<file path="src/rtl/nodf_module_status_tracker.sv">
// nodf_module_status_tracker
// Passive observer for one HLS block-level handshake (ap_start/ap_ready/ap_done/ap_continue).
// Counts transactions, measures latency and start-to-start interval, accumulates stall cycles
// and reports the monitored module's state. It never drives the monitored module.
module nodf_module_status_tracker #(
    parameter int CNT_W = 32,
    parameter int DEPTH = 4
) (
    input  logic                         clock,
    input  logic                         reset,
    input  logic                         ap_start,
    input  logic                         ap_ready,
    input  logic                         ap_done,
    input  logic                         ap_continue,
    input  logic                         finish,
    output logic [1:0]                   state,
    output logic [CNT_W-1:0]             cycle_cnt,
    output logic [CNT_W-1:0]             start_cnt,
    output logic [CNT_W-1:0]             done_cnt,
    output logic [$clog2(DEPTH+1)-1:0]   outstanding,
    output logic [CNT_W-1:0]             last_latency,
    output logic [CNT_W-1:0]             min_latency,
    output logic [CNT_W-1:0]             max_latency,
    output logic [CNT_W-1:0]             last_interval,
    output logic [CNT_W-1:0]             stall_cnt,
    output logic                         overflow,
    output logic                         underflow,
    output logic                         finished
);

    localparam int OCC_W = $clog2(DEPTH + 1);
    localparam int PTR_W = $clog2(DEPTH);
    localparam logic [OCC_W-1:0] FULL_OCC = OCC_W'(DEPTH);
    localparam logic [CNT_W-1:0] CNT_MAX  = {CNT_W{1'b1}};

    typedef enum logic [1:0] {
        ST_IDLE     = 2'd0,
        ST_BUSY     = 2'd1,
        ST_STALL    = 2'd2,
        ST_FINISHED = 2'd3
    } state_t;

    // Counters never wrap: once at all ones they stay there.
    function automatic logic [CNT_W-1:0] satInc(input logic [CNT_W-1:0] v);
        return (v == CNT_MAX) ? v : v + CNT_W'(1);
    endfunction

    // Registered state and its next-state companions
    state_t             state_q, state_d;
    logic [CNT_W-1:0]   cycleCnt_q, cycleCnt_d;
    logic [CNT_W-1:0]   startCnt_q, startCnt_d;
    logic [CNT_W-1:0]   doneCnt_q, doneCnt_d;
    logic [CNT_W-1:0]   lastLat_q, lastLat_d;
    logic [CNT_W-1:0]   minLat_q, minLat_d;
    logic [CNT_W-1:0]   maxLat_q, maxLat_d;
    logic [CNT_W-1:0]   lastInt_q, lastInt_d;
    logic [CNT_W-1:0]   stallCnt_q, stallCnt_d;
    logic [CNT_W-1:0]   prevStartTs_q, prevStartTs_d;
    logic               havePrevStart_q, havePrevStart_d;
    logic               overflow_q, overflow_d;
    logic               underflow_q, underflow_d;
    logic               finished_q, finished_d;

    // Timestamp FIFO: start times of transactions that have not completed yet
    logic [CNT_W-1:0]   fifoMem_q [DEPTH];
    logic [PTR_W-1:0]   wrPtr_q, wrPtr_d;
    logic [PTR_W-1:0]   rdPtr_q, rdPtr_d;
    logic [OCC_W-1:0]   count_q, count_d;

    // Decoded handshake events and FIFO control
    logic               active;
    logic               startEv;
    logic               doneEv;
    logic               stallCond;
    logic               fifoEmpty;
    logic               fifoFull;
    logic               bypass;
    logic               doPop;
    logic               doPush;
    logic               overflowEv;
    logic               underflowEv;
    logic               haveLatency;
    logic [CNT_W-1:0]   latency;

    // Decode the handshake into start/done events; once finished every input is ignored.
    // A done with an empty FIFO but a simultaneous start completes that very start (bypass).
    // A full FIFO still accepts a push when a pop frees a slot in the same cycle.
    always_comb begin
        active      = !finished_q;
        startEv     = active && ap_start && ap_ready;
        doneEv      = active && ap_done && ap_continue;
        stallCond   = active && ap_done && !ap_continue;
        fifoEmpty   = (count_q == '0);
        fifoFull    = (count_q == FULL_OCC);
        bypass      = startEv && doneEv && fifoEmpty;
        doPop       = doneEv && !fifoEmpty;
        doPush      = startEv && !bypass && (!fifoFull || doPop);
        overflowEv  = startEv && fifoFull && !doPop;
        underflowEv = doneEv && fifoEmpty && !startEv;
        haveLatency = doPop || bypass;
        latency     = bypass ? '0 : (cycleCnt_q - fifoMem_q[rdPtr_q]);
    end

    // FIFO pointer and occupancy update; occupancy is what drives the outstanding output.
    always_comb begin
        wrPtr_d = wrPtr_q;
        rdPtr_d = rdPtr_q;
        count_d = count_q;
        if (doPush) begin
            wrPtr_d = wrPtr_q + PTR_W'(1);
        end
        if (doPop) begin
            rdPtr_d = rdPtr_q + PTR_W'(1);
        end
        count_d = count_q + OCC_W'(doPush) - OCC_W'(doPop);
    end

    // Statistics update: counters, latency min/max, start interval and sticky error flags.
    // Everything holds its value once finished, which freezes the whole report.
    always_comb begin
        cycleCnt_d      = cycleCnt_q;
        startCnt_d      = startCnt_q;
        doneCnt_d       = doneCnt_q;
        lastLat_d       = lastLat_q;
        minLat_d        = minLat_q;
        maxLat_d        = maxLat_q;
        lastInt_d       = lastInt_q;
        stallCnt_d      = stallCnt_q;
        prevStartTs_d   = prevStartTs_q;
        havePrevStart_d = havePrevStart_q;
        overflow_d      = overflow_q || overflowEv;
        underflow_d     = underflow_q || underflowEv;
        finished_d      = finished_q || finish;

        if (active) begin
            cycleCnt_d = satInc(cycleCnt_q);
        end
        if (stallCond) begin
            stallCnt_d = satInc(stallCnt_q);
        end
        if (startEv) begin
            startCnt_d      = satInc(startCnt_q);
            lastInt_d       = havePrevStart_q ? (cycleCnt_q - prevStartTs_q) : '0;
            prevStartTs_d   = cycleCnt_q;
            havePrevStart_d = 1'b1;
        end
        if (doneEv) begin
            doneCnt_d = satInc(doneCnt_q);
        end
        if (haveLatency) begin
            lastLat_d = latency;
            if (latency < minLat_q) begin
                minLat_d = latency;
            end
            if (latency > maxLat_q) begin
                maxLat_d = latency;
            end
        end
    end

    // Next reported state: FINISHED absorbs, then a blocked done (STALL), then any pending
    // or requested work (BUSY), else IDLE. Uses current inputs and next occupancy.
    always_comb begin
        state_d = ST_IDLE;
        if (finished_q || finish) begin
            state_d = ST_FINISHED;
        end else if (ap_done && !ap_continue) begin
            state_d = ST_STALL;
        end else if ((count_d != '0) || ap_start) begin
            state_d = ST_BUSY;
        end
    end

    // State register with synchronous reset; reset empties the FIFO and clears the report.
    always_ff @(posedge clock) begin
        if (reset) begin
            state_q         <= ST_IDLE;
            cycleCnt_q      <= '0;
            startCnt_q      <= '0;
            doneCnt_q       <= '0;
            lastLat_q       <= '0;
            minLat_q        <= CNT_MAX;
            maxLat_q        <= '0;
            lastInt_q       <= '0;
            stallCnt_q      <= '0;
            prevStartTs_q   <= '0;
            havePrevStart_q <= 1'b0;
            overflow_q      <= 1'b0;
            underflow_q     <= 1'b0;
            finished_q      <= 1'b0;
            wrPtr_q         <= '0;
            rdPtr_q         <= '0;
            count_q         <= '0;
        end else begin
            state_q         <= state_d;
            cycleCnt_q      <= cycleCnt_d;
            startCnt_q      <= startCnt_d;
            doneCnt_q       <= doneCnt_d;
            lastLat_q       <= lastLat_d;
            minLat_q        <= minLat_d;
            maxLat_q        <= maxLat_d;
            lastInt_q       <= lastInt_d;
            stallCnt_q      <= stallCnt_d;
            prevStartTs_q   <= prevStartTs_d;
            havePrevStart_q <= havePrevStart_d;
            overflow_q      <= overflow_d;
            underflow_q     <= underflow_d;
            finished_q      <= finished_d;
            wrPtr_q         <= wrPtr_d;
            rdPtr_q         <= rdPtr_d;
            count_q         <= count_d;
        end
    end

    // Timestamp storage; contents are only meaningful below the occupancy, so no reset needed.
    always_ff @(posedge clock) begin
        if (!reset && doPush) begin
            fifoMem_q[wrPtr_q] <= cycleCnt_q;
        end
    end

    assign state         = state_q;
    assign cycle_cnt     = cycleCnt_q;
    assign start_cnt     = startCnt_q;
    assign done_cnt      = doneCnt_q;
    assign outstanding   = count_q;
    assign last_latency  = lastLat_q;
    assign min_latency   = minLat_q;
    assign max_latency   = maxLat_q;
    assign last_interval = lastInt_q;
    assign stall_cnt     = stallCnt_q;
    assign overflow      = overflow_q;
    assign underflow     = underflow_q;
    assign finished      = finished_q;

endmodule

</file>
<file path="config.mk">
export PLATFORM = sky130hd
export DESIGN_NAME = nodf_module_status_tracker
export DESIGN_NICKNAME = d
export VERILOG_FILES = /design/src/rtl/nodf_module_status_tracker.sv
export SDC_FILE = /design/constraint.sdc
export NUM_CORES = 1
export LEC_CHECK = 0
export ABC_AREA = 1
export BUFFER_PORTS_ARGS = -buffer_cell sky130_fd_sc_hd__clkbuf_2
export CAP_MARGIN = 20
export CORE_ASPECT_RATIO = 2
export CORE_MARGIN = 2
export CORE_UTILIZATION = 59
export DETAILED_ROUTE_END_ITERATION = 16
export GPL_ROUTABILITY_DRIVEN = 0
export PLACE_DENSITY = 0.81
export SYNTH_ARGS = -nofsm -noshare
export SYNTH_HDL_FRONTEND = slang
export SYNTH_SLANG_ARGS = --single-unit
</file>
<file path="constraint.sdc">
create_clock -name clock -period 6.04 [get_ports clock]
set_input_delay 0.302 -clock clock [delete_from_list [all_inputs] [get_ports clock]]
set_output_delay 0.302 -clock clock [all_outputs]
set_load 0.02 [all_outputs]
</file>
==> metrics <==
HPWL after detailed placement=52.1 mm; CP most frequent cell=nand2_1; period utilization=91.7%; Gate Count Post-Synth=3127; final wirelength=70.8 mm; Worst setup EP type=flop; largest net degree at the start of global routing=83; Area contributors post-synth=dfxtp_1, edfxtp_1, nand2_1, a21oi_1, ha_1; post-synth top area share=25.9%; Fin Clk Skew=0.0218 ns; largest fanout on the critical path=64; chip height=286 um; Setup Viol. Count Final=0; simple-gate portion of the synthesized area=24.9%; Synth cell types=54; max-slew violation count=0; Max Cap Violations=0; startpoint types=flop; flops & latches, synth=431; largest family of logic cells by synthesized area=simple AND/OR/NAND/NOR gates; Syn Area/Cell=7.50 um^2; EDFF count, synth=128; clock buffer depth=3; Lkg Pwr=11.5 nW; Critical Path Max Stage Delay=0.51 ns; post-layout minimum cycle time=5.54 ns; Starting Density=59.7%; Ys Warns=0; initial antenna violation count=0; Async SR Flop Fraction=0%; Commonest cells post-synth=nand2_1, a21oi_1, inv_1; Clock Root Buffer=clkbuf_16; Tot GR Track Use=33.0%; Peak VDD IR=0.000282 V; synthesized-area fraction occupied by adder cells=7.51%; xor and xnor area share after synthesis=2.20%; Post-Syn Nets=3273; WP data arrival=6.00 ns; Power Total=7.13 mW; Worst-Margin Slew=1.04 ns; port buffer count=270; Global Route met2 Usage=60.6%; row cnt=103; M1 GR Usage=32.8%; RSZ-0062 raised after global routing=false; sequential area share after synthesis=42.3%; synthesized cell area=23500 um^2; grt ovf=0; vias per inst=5.90; area leader, netlist=dfxtp_1; WL per Instance=18.1 um; postcts setup bufs=0; global-route wire length before repair=111 mm; Critical Path RT=6.50 ns; setup TNS=0 ns; most crowded layer after global routing=met2; P per Cell Area=268 nW/um^2; Crit Path Category=reg2reg; Compound-Gate Fraction of Synth Area=15.6%; met3 usage=4.66%; Most used DFF post-synth=dfxtp_1; post-cts gate resize count=0; die area=41500 um^2; fraction of layout cells with a size suffix above 1=12.1%; ANT cells=0; Reg clk slew, reported paths=0.07 ns; IO Count=271; Syn-to-layout area delta=13.3%; Slew headroom=30.7%; Iter 0 DRT Violations=1595; DRT Pass-1 Iters=7; Sink Count=431; mux share of post-synthesis cell area=0%; Via Count=23.1k; die width=145 um; outcome=complete, no violations; slowest stage cell on the critical path=buf_4; TritonCTS clock tree=done; later-pin clock latency in the skew report=0.56 ns; most common cell in the synthesized netlist=nand2_1; Remaining DRCs=0; Core ar.=39300 um^2; Final ANT Viol Nets=0; Num CTS Buffers=39; Worst Hold Class=in2reg; Hold Fails Final Rpt=0; Hold Buf Count CTS=0; H-Tree Depth=2; Total Nets Final=3512; Fmax=0.181 GHz; vias in the first global route=22.3k
[final cells by class]
type,count,area [um^2]
clock buffers,48,1090
clock inverters,22,209
fillers,3308,12700
inverters,354,1330
multi-input cells,2240,11800
flip-flops and latches,431,9910
well taps,525,657
repair buffers,300,1580
[power breakdown]
group          internal [mW]  switching [mW]
Clock                   1.40            1.14
Combinational          0.436           0.982
Sequential              3.09          0.0924
Total                   4.92            2.21
[registers in the layout (all words and copies together), names as in the netlist, 2 cells and up, named ones only]
register       flops
state              2
wrPtr_q            2
cycle_cnt         32
last_interval     32
max_latency       32
prevStartTs_q     32
stall_cnt         32
last_latency      32
rdPtr_q            2
min_latency       32
outstanding        3
fifoMem_q        128
start_cnt         32
done_cnt          32
[final timing paths]
| kind | startpoint | end | slack, ns | cells past startpoint |
|---|---|---|---|---|
| setup reg to reg | flop | max_latency[27] | 0.50 | 28 |
| hold reg to reg | prevStartTs_q[28] | prevStartTs_q[28] | 0.46 | 2 |
| hold / removal | finish | finished | 0.04 | 3 |
| setup / recovery | flop | max_latency[27] | 0.50 | 28 |
[kinds of logic after synthesis]
logic type,after synthesis
buffers and inverters,456
DFF,431
adders and majority gates,139
and+or+nand+nor,1374
AOI/OAI and AO/OA,668
xor gates and xnor gates,59
[routing by layer]
| metal | share of wire, % | vias to the layer above |
|---|---|---|
| met2 | 51 | 1122 |
| met4 | 9.0 | 0 |
| li1 | - | 11000 |
| met1 | 34 | 10700 |
| met5 | 0 | - |
| met3 | 6.2 | 354 |
[cells in the final DEF, fill, tap and decap left out, drive strengths merged, types with 45 or more instances in the layout]
cell type,synthesis,layout
inv,354,359
nand2,743,743
clkbuf,72,317
edfxtp,128,128
o21ai,184,184
nor2,279,279
nand3,149,149
nand4,45,45
dfxtp,303,303
a21oi,393,393
xor2,47,47
ha,136,136
nor3,101,101
[critical path, delay by kind of cell (launching register included)]
family                     cells  cell delay (ns)
AOI/OAI and AO/OA              7             1.45
buffers and inverters          5             1.40
and+or+nand+nor               12             1.34
adders and majority gates      3             0.74
DFF                            1             0.34
xor gates and xnor gates       1             0.17
[per-stage QoR]
| step | instances | utilization, % | setup slack, ns | area (um^2) | hold slack [ns] |
|---|---|---|---|---|---|
| after floorplan | 3127 | - | 1.84 | 23500 | 0.433 |
| after detailed placement | 3850 | 64.3 | 0.752 | 25300 | 0.454 |
| after CTS | 3920 | 67.6 | 0.700 | 26600 | 0.0248 |
| final | 3920 | 67.6 | 0.503 | 26600 | 0.0447 |
| after global routing | 3920 | 67.6 | 0.0773 | 26600 | 0.0471 |
| after global placement | 3850 | 64.3 | 0.921 | 25300 | 0.446 |
Note: power is estimated with default switching activity, not from simulation.
